### src/rtl/reg_file.sv
// Operand register file: 2^ADDR_W x DATA_W storage with one write port and a
// registered dual-operand read stage using a valid/ready handshake toward the ALU.
module reg_file #(
    parameter int unsigned DATA_W = 8,
    parameter int unsigned ADDR_W = 3
) (
    input  logic              clk,
    input  logic              reset_n,
    input  logic [DATA_W-1:0] in,
    input  logic [ADDR_W-1:0] in_addr,
    input  logic              write_en,
    input  logic [ADDR_W-1:0] out1_addr,
    input  logic [ADDR_W-1:0] out2_addr,
    input  logic              read_en,
    output logic              read_ready,
    output logic [DATA_W-1:0] out1,
    output logic [DATA_W-1:0] out2,
    output logic              out_valid,
    input  logic              out_ready
);

    localparam int unsigned NREGS = 2 ** ADDR_W;

    localparam logic [0:0] EMPTY = 1'b0;
    localparam logic [0:0] FULL  = 1'b1;

    logic [DATA_W-1:0] regs [NREGS];
    logic [0:0]        state;
    logic [0:0]        state_nxt;
    logic              load;
    logic [DATA_W-1:0] rd1;
    logic [DATA_W-1:0] rd2;

    assign out_valid  = (state == FULL);
    assign read_ready = !out_valid || out_ready;
    assign load       = read_en && read_ready;

    // Same-edge write-back is forwarded so the operand never sees a stale value
    assign rd1 = (write_en && (in_addr == out1_addr)) ? in : regs[out1_addr];
    assign rd2 = (write_en && (in_addr == out2_addr)) ? in : regs[out2_addr];

    always_ff @(posedge clk or negedge reset_n) begin
        if (!reset_n) begin
            for (int unsigned i = 0; i < NREGS; i++) begin
                regs[i] <= '0;
            end
        end else if (write_en) begin
            regs[in_addr] <= in;
        end
    end

    always_ff @(posedge clk or negedge reset_n) begin
        if (!reset_n) begin
            state <= EMPTY;
        end else begin
            state <= state_nxt;
        end
    end

    // A stalled FULL pair only leaves when the ALU consumes it
    always_comb begin
        state_nxt = state;
        case (state)
            EMPTY:   if (read_en) state_nxt = FULL;
            FULL:    if (out_ready && !read_en) state_nxt = EMPTY;
            default: state_nxt = EMPTY;
        endcase
    end

    always_ff @(posedge clk or negedge reset_n) begin
        if (!reset_n) begin
            out1 <= '0;
            out2 <= '0;
        end else if (load) begin
            out1 <= rd1;
            out2 <= rd2;
        end
    end

endmodule

### config.mk
export PLATFORM = sky130hd
export DESIGN_NAME = reg_file
export DESIGN_NICKNAME = d
export VERILOG_FILES = /design/src/rtl/reg_file.sv
export SDC_FILE = /design/constraint.sdc
export NUM_CORES = 1
export LEC_CHECK = 0
export ABC_AREA = 1
export CAP_MARGIN = 20
export CORE_UTILIZATION = 55
export CTS_BUF_LIST = sky130_fd_sc_hd__clkbuf_16
export DETAILED_ROUTE_END_ITERATION = 16
export DONT_BUFFER_PORTS = 1
export MAX_ROUTING_LAYER = met4
export PLACE_DENSITY = 0.75
export SYNTH_ARGS = -nofsm -noshare
export SYNTH_HDL_FRONTEND = slang
export SYNTH_SLANG_ARGS = --single-unit
### constraint.sdc
create_clock -name clk -period 1.5 [get_ports clk]
set_input_delay 0.15 -clock clk [delete_from_list [all_inputs] [get_ports clk]]
set_output_delay 0.15 -clock clk [all_outputs]
set_load 0.01 [all_outputs]
==> metrics.md, run 1 <==
| Metric | Value |
|---|---|
| Number of buffers created by CTS | `9` |
| Tmin final | `1.32 ns` |
| Startpoint kind of the worst setup timing path | `flip-flop` |
| Mapped Avg Cell Area | `7.10 µm²` |
| Most area-hungry cell type in the Yosys netlist | `sky130_fd_sc_hd__dfrtp_1` |
| Cells after Synth | `between 600 and 700` |
| Area growth from synthesis to layout | `9.84%` |
| Share of Yosys cell area claimed by the top area cell type | `~43%` |
| DR DRC count | `0` |
| Clock Tree Root | `sky130_fd_sc_hd__clkbuf_16` |
| Max capacitance violation total | `0` |
| Clock Pin Slew Worst Setup and Hold Paths | `about 0.060 ns` |
| Vias in the first global route | `between 4000 and 5000` |
| Part of the Yosys area used for sequential elements | `42.7%` |
| Clock tree skew after final layout | `between 0.008 and 0.009 ns` |
| Unrepaired setup endpoints after global routing | `no` |
| Global-route wire length before repair | `about 21000 µm` |
| Maximum number of pins on one net before global-route repair | `82` |
| Average wire per standard cell | `~17 µm` |
| DRT Pass-1 Iters | `5` |
| VDD IR max | `598 µV` |
| Synthesized netlist net count | `between 600 and 700` |
| Cell area after technology mapping | `4740 µm²` |
| Buffer levels on the longest clock path | `2` |
| Final hold violations | `a little over 80` |
| Failing checks | `hold timing` |
| Count of final max-slew check failures | `0` |
| Detailed Route Iter0 Violations | `392` |
| Count of different cell masters after synthesis | `24` |
| Total gr overflow | `0` |
| Routed Antenna Nets | `0` |
| Share of the clock period used by the worst path | `between 80% and 90%` |
| Rel. slew slack | `59.2%` |
| Antenna Cells | `0` |
| Input/output buffers | `0` |
| Antenna violations before repair | `0` |
| Share of post-route cells with drive strength above 1 | `a little under an eighth` |
| Sum of net half-perimeters after detailed placement | `around 9000 µm` |
| Hold buffers post-CTS | `7` |
| Hold_ws | `-0.502 ns` |
| Type of the setup path with the least slack | `reg2reg` |
| Vias after detailed routing | `approximately 4500` |
| Areal power density over the cells | `between 1000 and 1500 nW/µm²` |
| Clock H-tree levels | `3` |
| Cell Rows | `33` |
| Nature of the critical path endpoint | `flip-flop` |
| Die height | `about 95 µm` |
| Arr. time, crit path | `approximately 1.5 ns` |
| Number of I/O pins | `40` |
| Post-DR vias/cell | `5.80` |
| Worst hold path class | `in2async` |
| Yosys warns | `0` |
| Cells traversed along the worst timing path | `nand2_1, nand2_2, inv_1, buf_12, nand2_1, inv_1, a21oi_2` |
| Placer Congestion | `just over 0.9` |
| Leakage component of the power | `approximately 0.0026 µW` |
| Transition time at the pin with the least slew margin | `just over 0.6 ns` |
| Final wirelength | `roughly 14000 µm` |
| Achievable Freq | `approximately 760 MHz` |
| Final Setup Violations | `0` |
| Post-cts sizing count | `0` |
| Post-CTS setup buffer count | `0` |
| Area post-placement | `approximately 5000 µm²` |
| Status | `finished, violations left` |
| Area of the core region | `a little over 8000 µm²` |
| Gate family responsible for the most delay along the worst path | `buffers and inverters` |
| Initial cell density of the core | `between 50% and 60%` |
| Count of buffering cells on the critical path with inverters included | `3` |
| Crit-path slowest cell | `sky130_fd_sc_hd__dfrtp_1` |
| CP required | `about 1.7 ns` |
| FILL cells | `just over 700` |
| Area occupied by multi-input gates | `approximately 2300 µm²` |
| Global-route usage over all layers | `about a third` |
| Number of synthesized register bits | `81` |
| Clock latency of the later-clocked register in the worst-skew pair | `about 0.34 ns` |
| Accumulated negative setup slack | `0 ns` |
| Final-stage net count | `between 600 and 700` |
| Area of all sequential standard cells | `~2000 µm²` |
| CTS tree | `done` |
| Final instance area | `between 5000 and 6000 µm²` |
| Delay of the slowest cell on the worst path | `just over 0.4 ns` |
| Width of the die | `around 95 µm` |
| Top area cells in the synthesized netlist | `sky130_fd_sc_hd__dfrtp_1, sky130_fd_sc_hd__nand2_1, sky130_fd_sc_hd__nand3_1` |
| Area of the die | `between 8000 and 9000 µm²` |
| CTS sink cnt | `81` |
| Largest driver fanout on the critical path | `19` |
per-layer routing:
layer / share of wire (%) / GRT usage, % / up-vias
met5: 0 / - / -
met4: 3.2 / 14.3 / 0
met3: 11 / 6.04 / 41
met2: 44 / 49.5 / 270
met1: 43 / 43.0 / 2076
li1: - / - / 2116
cell usage after synthesis, drive strengths merged:
master and instances:
inv 66, nor2 28, buf 30, clkbuf 2, clkinv 3, nor3 1
nand3 115, nand2 262, o21ai 71, a21oi 9, dfrtp 81
registers in the layout, summed over array words and instances, names as in the netlist:
register   cells
out_valid      1
out2           8
regs          64
out1           8
path summary, 6_finish.rpt:
check | from | endpoint | slack, ns | depth (start not counted)
setup / recovery | out_valid$_DFF_PN0_ | out2[7]$_DFFE_PN0P_ | 0.18 | 7
hold / removal | reset_n | out1[3]$_DFFE_PN0P_ | -0.50 | 0
setup reg to reg | out_valid$_DFF_PN0_ | out2[7]$_DFFE_PN0P_ | 0.18 | 7
hold reg to reg | regs[30]$_DFFE_PN0P_ | regs[30]$_DFFE_PN0P_ | 0.49 | 2
max in group asynchronous | reset_n | regs[29]$_DFFE_PN0P_ | 1.85 | 0
min in group clk | in[6] | out2[6]$_DFFE_PN0P_ | 0.05 | 4
kinds of logic (layout without fill, tap and decap cells):
kind of cell           count (synthesis)  in the layout  synth area share [%]
AOI/OAI and AO/OA                     80             80                  10.8
DFF                                   81             81                  42.7
and+or+nand+nor                      406            406                  37.2
buffers and inverters                101            104                  9.26
cells in the final DEF, fill, tap and decap left out, drive strengths merged:
cell type	synthesis	routed
o21ai	71	71
a21oi	9	9
nand3	115	115
nor2	28	28
clkinv	3	5
dlygate4sd3	0	7
inv	66	68
clkbuf	2	9
nand2	262	262
bufinv	0	1
clkinvlp	0	1
buf	30	13
dfrtp	81	81
nor3	1	1
worst register-to-register path: cells and delay by family (launching register included):
kind	cells	cell delay [ns]
AOI/OAI and AO/OA	1	0.05
DFF	1	0.41
buffers and inverters	3	0.42
and+or+nand+nor	3	0.32
report_power, final:
| group | switching, µW | internal (µW) | leakage [µW] |
|---|---|---|---|
| registers | 360 | 2600 | 0.00100 |
| logic | 781 | 511 | 0.00150 |
| clock network | 849 | 1260 | 0.000139 |
cell type report:
| type | count | area share, % |
|---|---|---|
| sequential | 81 | 38.9 |
| clock inverter | 6 | 1.01 |
| inverter | 69 | 5.12 |
| timing repair buffer | 20 | 4.42 |
| multi-input combinational | 486 | 43.7 |
| clock buffer | 9 | 4.32 |
| tap | 105 | 2.52 |
per-stage QoR:
step | setup WS (ns) | instances | utilization [%] | power (µW) | hold slack, ns
2_1_floorplan | 0.230 | 668 | - | 3940 | -0.146
3_3_place_gp | 0.252 | 754 | 58.6 | 4190 | -0.144
3_5_place_dp | 0.207 | 754 | 58.6 | 4250 | -0.144
4_1_cts | 0.187 | 776 | 62.8 | 6350 | -0.501
5_1_grt | 0.0918 | 776 | 62.8 | 6700 | -0.506
6_report | 0.184 | 776 | 62.8 | 6360 | -0.502
Power figures use the tool's default switching activity.
==> inputs of run 2 (changes only) <==
--- a/config.mk
+++ b/config.mk
@@ -7,6 +7,7 @@
 export LEC_CHECK = 0
 export ABC_AREA = 1
 export CAP_MARGIN = 20
+export CORE_MARGIN = 3
 export CORE_UTILIZATION = 55
 export CTS_BUF_LIST = sky130_fd_sc_hd__clkbuf_16
 export DETAILED_ROUTE_END_ITERATION = 16
==> run 2 against run 1 <==
  * The run still ends with hold timing left
  * Total power shrank 1.9%
  * Global-route usage decreased by 2.7 points
  * Flip-flop and latch count unchanged
  * Critical path type unchanged
==> metrics.md, run 2 (synthesis results as in run 1) <==
| Metric | Value |
|---|---|
| Count of cells along the worst register-to-register path | `7 (unchanged)` |
| Clock Tree Root | `sky130_fd_sc_hd__clkbuf_16` |
| Initial cell density of the core | `57.1% (unchanged)` |
| Status | `finished, violations left` |
| Accumulated negative setup slack | `0 ns (unchanged)` |
| Transition time at the pin with the least slew margin | `0.645 ns (+0.0335 ns)` |
| Antenna violations before repair | `0 (unchanged)` |
| Post-CTS setup buffer count | `0 (unchanged)` |
| Rel. slew slack | `56.9% (-2.3 points)` |
| Final-stage net count | `687 (-0.29%)` |
| Clk network pwr share | `32.2% (-0.9 points)` |
| Width of the die | `98.9 µm (+4.2%)` |
| Number of I/O pins | `40 (unchanged)` |
| Final wirelength | `13600 µm (+0.23%)` |
| Vias in the first global route | `4207 (+3.1%)` |
| Average wire per standard cell | `17.5 µm (+0.36%)` |
| Routed Antenna Nets | `0 (unchanged)` |
| Area growth from synthesis to layout | `8.63%` |
| Leading cell type in the layout, fill and taps excluded | `sky130_fd_sc_hd__nand2_1` |
| Antenna Cells | `0 (unchanged)` |
| Worst hold path class | `in2async` |
| Vias after detailed routing | `4486 (-0.38%)` |
| Biggest registers after layout | `regs: 64 flops, out1: 8 flops, out2: 8 flops` |
| Unrepaired setup endpoints after global routing | `no` |
| Input/output buffers | `0 (unchanged)` |
| Clock H-tree levels | `3 (unchanged)` |
| Nature of the critical path endpoint | `flip-flop` |
| CTS sink cnt | `81 (unchanged)` |
| Combinational power share | `20.5% (+0.2 points)` |
| Clock latency of the later-clocked register in the worst-skew pair | `0.34 ns (about the same)` |
| Sum of net half-perimeters after detailed placement | `8880 µm (-3.2%)` |
| Buffer levels on the longest clock path | `2 (unchanged)` |
| Leakage component of the power | `0.00260 µW (-1.3%)` |
| Area post-placement | `4810 µm² (-1.1%)` |
| Detailed Route Iter0 Violations | `492 (+26%)` |
| CTS tree | `done` |
| Placer Congestion | `0.910 (-2.2%)` |
| Cell Rows | `33 (unchanged)` |
| Startpoint kind of the worst setup timing path | `flip-flop` |
| Count of final max-slew check failures | `0 (unchanged)` |
| Sw Share | `32.6% (+1.3 points)` |
| Max capacitance violation total | `0 (unchanged)` |
| Post-DR vias/cell | `5.79 (-0.25%)` |
| Register share of total power | `47.4% (+0.8 points)` |
| Critical register-to-register path endpoint | `out1[6]$_DFFE_PN0P_` |
| Arr. time, crit path | `1.57 ns (+0.03 ns)` |
| Areal power density over the cells | `1210 nW/µm² (-0.81%)` |
| Total gr overflow | `0 (unchanged)` |
| Type of the setup path with the least slack | `reg2reg` |
| Area of the die | `9770 µm² (+8.6%)` |
| Number of buffers created by CTS | `9 (unchanged)` |
| Final Setup Violations | `0 (unchanged)` |
| Die height | `98.9 µm (+4.2%)` |
| Hold_ws | `-0.501 ns (+0.00132 ns)` |
| Setup slack of the most critical reg-to-reg path | `0.16 ns (-0.03 ns)` |
| Number of flip-flops in the largest register | `64 (unchanged)` |
| Maximum number of pins on one net before global-route repair | `82 (unchanged)` |
| Tmin final | `1.34 ns (+0.0274 ns)` |
| Area of the core region | `8300 µm² (unchanged)` |
| Clock Pin Slew Worst Setup and Hold Paths | `0.06 ns (about the same)` |
| Total net switching power | `2030 µW (+2.1%)` |
| VDD IR max | `573 µV (-4.3%)` |
| Failing checks | `hold timing` |
| Final instance area | `5150 µm² (-1.1%)` |
| Final hold violations | `81 (unchanged)` |
| DRT Pass-1 Iters | `7 (+2)` |
| DR DRC count | `0 (unchanged)` |
| Share of post-route cells with drive strength above 1 | `11.5% (+0.017 points)` |
| Global-route wire length before repair | `22300 µm (+5.2%)` |
| Largest driver fanout on the critical path | `23 (+4)` |
| Commonest non-fill, non-tap cells in the layout | `sky130_fd_sc_hd__nand2_1, sky130_fd_sc_hd__nand3_1, sky130_fd_sc_hd__dfrtp_1, sky130_fd_sc_hd__inv_1, sky130_fd_sc_hd__o21ai_0` |
| Share of the clock period used by the worst path | `89.5% (+1.8 points)` |
| Achievable Freq | `745 MHz (-2.0%)` |
| Global-route usage over all layers | `30.2% (-2.7 points)` |
| Clock tree skew after final layout | `0.00798 ns (-0.000541 ns)` |
| Hold buffers post-CTS | `7 (unchanged)` |
| CP required | `1.73 ns (about the same)` |
| Most flops, register | `regs` |
| Reg2reg start | `out_valid$_DFF_PN0_` |
| Internal power summed over all cells | `4200 µW (-3.7%)` |
run 2: what timing repair did:
| action | in CTS | in global routing |
|---|---|---|
| resized for setup | 0 | 2 |
| endpoints found under the hold margin | 88 | 81 |
| endpoints found under the setup margin | 0 | 16 |
run 2: area by class of cell:
type	instances	area [µm²]
Clock buffer	9	225
Multi-Input combinational cell	486	2280
Fill cell	735	3150
Sequential cell	81	2030
Timing Repair Buffer	18	181
Inverter	69	267
Clock inverter	7	38.8
Tap cell	105	131
run 2: critical path: stages, from the launching register on:
cell and delay, ns:
sky130_fd_sc_hd__dfrtp_1 0.41, sky130_fd_sc_hd__nand2_1 0.20, sky130_fd_sc_hd__nand2_4 0.13, sky130_fd_sc_hd__inv_1 0.09, sky130_fd_sc_hd__buf_6 0.19, sky130_fd_sc_hd__nand2_1 0.09
sky130_fd_sc_hd__inv_1 0.08, sky130_fd_sc_hd__a21oi_2 0.05
run 2: through the flow:
| step | util (%) | hold slack [ns] | cells | total power, µW | setup slack (ns) |
|---|---|---|---|---|---|
| floorplan | - | -0.146 | 668 | 3940 | 0.230 |
| global placement | 57.9 | -0.144 | 752 | 4170 | 0.142 |
| detailed placement | 57.9 | -0.144 | 752 | 4220 | 0.109 |
| CTS | 62.0 | -0.504 | 775 | 6220 | 0.0693 |
| global route | 62.1 | -0.515 | 775 | 6590 | 0.0282 |
| finish | 62.1 | -0.501 | 775 | 6240 | 0.157 |
run 2: how the worst max path moves through the flow:
stage / from / to / slack (ns) / cells after the start
6_report: out_valid$_DFF_PN0_ / out1[6]$_DFFE_PN0P_ / 0.16 / 7
5_1_grt: out_valid$_DFF_PN0_ / out2[2]$_DFFE_PN0P_ / 0.03 / 6
4_1_cts: out_valid$_DFF_PN0_ / out1[6]$_DFFE_PN0P_ / 0.07 / 7
3_5_place_dp: out_valid$_DFF_PN0_ / out1[1]$_DFFE_PN0P_ / 0.11 / 7
3_3_place_gp: out_valid$_DFF_PN0_ / out1[1]$_DFFE_PN0P_ / 0.14 / 7
2_1_floorplan: out_valid$_DFF_PN0_ / out1[2]$_DFFE_PN0P_ / 0.23 / 7
run 2: power by group through the flow:
| stage | sequential (µW) | clock, µW | combinational (µW) |
|---|---|---|---|
| after detailed placement | 2980 | 0 | 1240 |
| after CTS | 2950 | 2010 | 1270 |
| final | 2950 | 2000 | 1280 |
| after global routing | 3010 | 2120 | 1460 |
| after floorplan | 2890 | 0 | 1050 |
| after global placement | 2970 | 0 | 1200 |
run 2: per-layer routing:
metal / wire, µm / global-route usage, % / vias to the layer above / share of wire (%)
met5: 0 / - / - / 0
met1: 5670 / 40.5 / 2052 / 42
met2: 5990 / 44.8 / 271 / 44
li1: - / - / 2123 / -
met4: 353 / 8.93 / 0 / 2.6
met3: 1560 / 8.42 / 40 / 11
==> inputs of run 3 (changes only) <==
--- a/config.mk
+++ b/config.mk
@@ -14,6 +14,7 @@
 export DONT_BUFFER_PORTS = 1
 export MAX_ROUTING_LAYER = met4
 export PLACE_DENSITY = 0.75
+export RECOVER_POWER = 50
 export SYNTH_ARGS = -nofsm -noshare
 export SYNTH_HDL_FRONTEND = slang
 export SYNTH_SLANG_ARGS = --single-unit
==> run 3 against run 2 <==
  * The run still ends with hold timing left
  * Flip-flop and latch count stayed put
  * Combinational power hardly changed
  * Routed wire length hardly changed
  * Critical path type unchanged
  * Critical endpoint unchanged
  * Largest power group unchanged
==> metrics.md, run 3 (synthesis results as in run 1) <==
| Metric | Value |
|---|---|
| Final Setup Violations | `0 (unchanged)` |
| Failing checks | `hold timing` |
| Achievable Freq | `741 MHz (-0.53%)` |
| Post-CTS setup buffer count | `0 (unchanged)` |
| Total net switching power | `2010 µW (-1.1%)` |
| Count of final max-slew check failures | `0 (unchanged)` |
| Clk network pwr share | `32.2% (about the same)` |
| Largest driver fanout on the critical path | `23 (unchanged)` |
| Buffer levels on the longest clock path | `2 (unchanged)` |
| Unrepaired setup endpoints after global routing | `no` |
| Final wirelength | `13600 µm (about the same)` |
| CTS sink cnt | `81 (unchanged)` |
| Final hold violations | `81 (unchanged)` |
| Sw Share | `32.4% (-0.17 points)` |
| Commonest non-fill, non-tap cells in the layout | `sky130_fd_sc_hd__nand2_1, sky130_fd_sc_hd__nand3_1, sky130_fd_sc_hd__dfrtp_1, sky130_fd_sc_hd__inv_1, sky130_fd_sc_hd__o21ai_0` |
| DRT Pass-1 Iters | `6 (-1)` |
| Cell Rows | `33 (unchanged)` |
| Sum of net half-perimeters after detailed placement | `8880 µm (unchanged)` |
| Hold buffers post-CTS | `7 (unchanged)` |
| Post-DR vias/cell | `5.78 (-0.20%)` |
| Areal power density over the cells | `1210 nW/µm² (+0.11%)` |
| Number of I/O pins | `40 (unchanged)` |
| Transition time at the pin with the least slew margin | `0.645 ns (-0.000743 ns)` |
| Clock Tree Root | `sky130_fd_sc_hd__clkbuf_16` |
| Count of cells along the worst register-to-register path | `7 (unchanged)` |
| Detailed Route Iter0 Violations | `534 (+8.5%)` |
| Global-route usage over all layers | `30.2% (unchanged)` |
| Reg2reg start | `out_valid$_DFF_PN0_` |
| Register share of total power | `47.7% (+0.3 points)` |
| Startpoint kind of the worst setup timing path | `flip-flop` |
| Type of the setup path with the least slack | `reg2reg` |
| Critical register-to-register path endpoint | `out1[6]$_DFFE_PN0P_` |
| Antenna violations before repair | `0 (unchanged)` |
| Initial cell density of the core | `57.1% (unchanged)` |
| Leading cell type in the layout, fill and taps excluded | `sky130_fd_sc_hd__nand2_1` |
| Most flops, register | `regs` |
| Clock tree skew after final layout | `0.00536 ns (-0.00262 ns)` |
| Width of the die | `98.9 µm (unchanged)` |
| Accumulated negative setup slack | `0 ns (unchanged)` |
| Total gr overflow | `0 (unchanged)` |
| Die height | `98.9 µm (unchanged)` |
| Clock Pin Slew Worst Setup and Hold Paths | `0.06 ns (about the same)` |
| Worst hold path class | `in2async` |
| Vias after detailed routing | `4477 (-0.20%)` |
| Final instance area | `5120 µm² (-0.66%)` |
| Leakage component of the power | `0.00259 µW (-0.50%)` |
| Number of buffers created by CTS | `9 (unchanged)` |
| Nature of the critical path endpoint | `flip-flop` |
| Routed Antenna Nets | `0 (unchanged)` |
| Rel. slew slack | `56.9% (about the same)` |
| VDD IR max | `568 µV (-0.79%)` |
| Placer Congestion | `0.910 (unchanged)` |
| Average wire per standard cell | `17.5 µm (about the same)` |
| DR DRC count | `0 (unchanged)` |
| Number of flip-flops in the largest register | `64 (unchanged)` |
| Area of the core region | `8300 µm² (unchanged)` |
| Global-route wire length before repair | `22300 µm (unchanged)` |
| Vias in the first global route | `4207 (unchanged)` |
| Clock latency of the later-clocked register in the worst-skew pair | `0.34 ns (about the same)` |
| Internal power summed over all cells | `4190 µW (-0.30%)` |
| Biggest registers after layout | `regs: 64 flops, out1: 8 flops, out2: 8 flops` |
| Final-stage net count | `687 (unchanged)` |
| Setup slack of the most critical reg-to-reg path | `0.15 ns (about the same)` |
| Combinational power share | `20.1% (-0.4 points)` |
| CP required | `1.73 ns (about the same)` |
| Area growth from synthesis to layout | `7.92%` |
| Hold_ws | `-0.500 ns (+0.000493 ns)` |
| Arr. time, crit path | `1.58 ns (about the same)` |
| FILL cells | `750 (+2.0%)` |
| Tmin final | `1.35 ns (+0.00709 ns)` |
| Maximum number of pins on one net before global-route repair | `82 (unchanged)` |
| Clock H-tree levels | `3 (unchanged)` |
| Status | `finished, violations left` |
| Antenna Cells | `0 (unchanged)` |
| Startpoint of the worst setup timing path | `out_valid$_DFF_PN0_` |
| Input/output buffers | `0 (unchanged)` |
| Max capacitance violation total | `0 (unchanged)` |
| Share of post-route cells with drive strength above 1 | `10.1% (-1.3 points)` |
| Area post-placement | `4810 µm² (unchanged)` |
| Share of the clock period used by the worst path | `90.0% (+0.47 points)` |
| CTS tree | `done` |
| Area of the die | `9770 µm² (unchanged)` |
run 3: worst max-delay path by stage:
stage,end,cells after the start
final,out1[6]$_DFFE_PN0P_,7
after global routing,out2[2]$_DFFE_PN0P_,6
after CTS,out1[6]$_DFFE_PN0P_,7
after detailed placement,out1[1]$_DFFE_PN0P_,7
after global placement,out1[1]$_DFFE_PN0P_,7
after floorplan,out1[2]$_DFFE_PN0P_,7
run 3: critical path, cell delays in order (launching register included):
cell and delay (ns):
sky130_fd_sc_hd__dfrtp_1 0.41, sky130_fd_sc_hd__nand2_1 0.20, sky130_fd_sc_hd__nand2_4 0.13, sky130_fd_sc_hd__inv_1 0.09
sky130_fd_sc_hd__buf_6 0.19, sky130_fd_sc_hd__nand2_1 0.09, sky130_fd_sc_hd__inv_1 0.08, sky130_fd_sc_hd__a21oi_2 0.05
run 3: final cells by class:
type	count	area (µm²)	area share, %
Sequential cell	81	2030	39.6
Clock buffer	9	225	4.40
Multi-Input combinational cell	486	2250	43.9
Tap cell	105	131	2.57
Clock inverter	7	38.8	0.758
Inverter	69	267	5.21
Timing Repair Buffer	18	181	3.55
run 3: through the flow:
step	worst slack, ns	util [%]	instances	total power, µW
floorplan	0.230	-	668	3940
global placement	0.142	57.9	752	4170
detailed placement	0.109	57.9	752	4220
CTS	0.0693	62.0	775	6220
global route	0.0282	61.7	775	6560
finish	0.150	61.7	775	6200
run 3: metal layers:
| layer | wire [µm] | part of all wire, % | vias to the layer above | GRT usage, % |
|---|---|---|---|---|
| li1 | - | - | 2118 | - |
| met1 | 5710 | 42 | 2059 | 40.5 |
| met2 | 5900 | 43 | 270 | 44.8 |
| met3 | 1620 | 12 | 30 | 8.42 |
| met4 | 339 | 2.5 | 0 | 8.93 |
| met5 | 0 | 0 | - | - |
run 3: what timing repair did:
action	in CTS	in global routing
endpoints found under the setup margin	0	16
hold endpoints to repair	88	81
gates resized for setup	0	2
run 3: power groups by stage:
stage          Clock [µW]  Combinational [µW]  Sequential [µW]
3_5_place_dp            0                1240             2980
3_3_place_gp            0                1200             2970
2_1_floorplan           0                1050             2890
5_1_grt              2120                1440             3010
4_1_cts              2010                1270             2950
6_report             2000                1250             2960
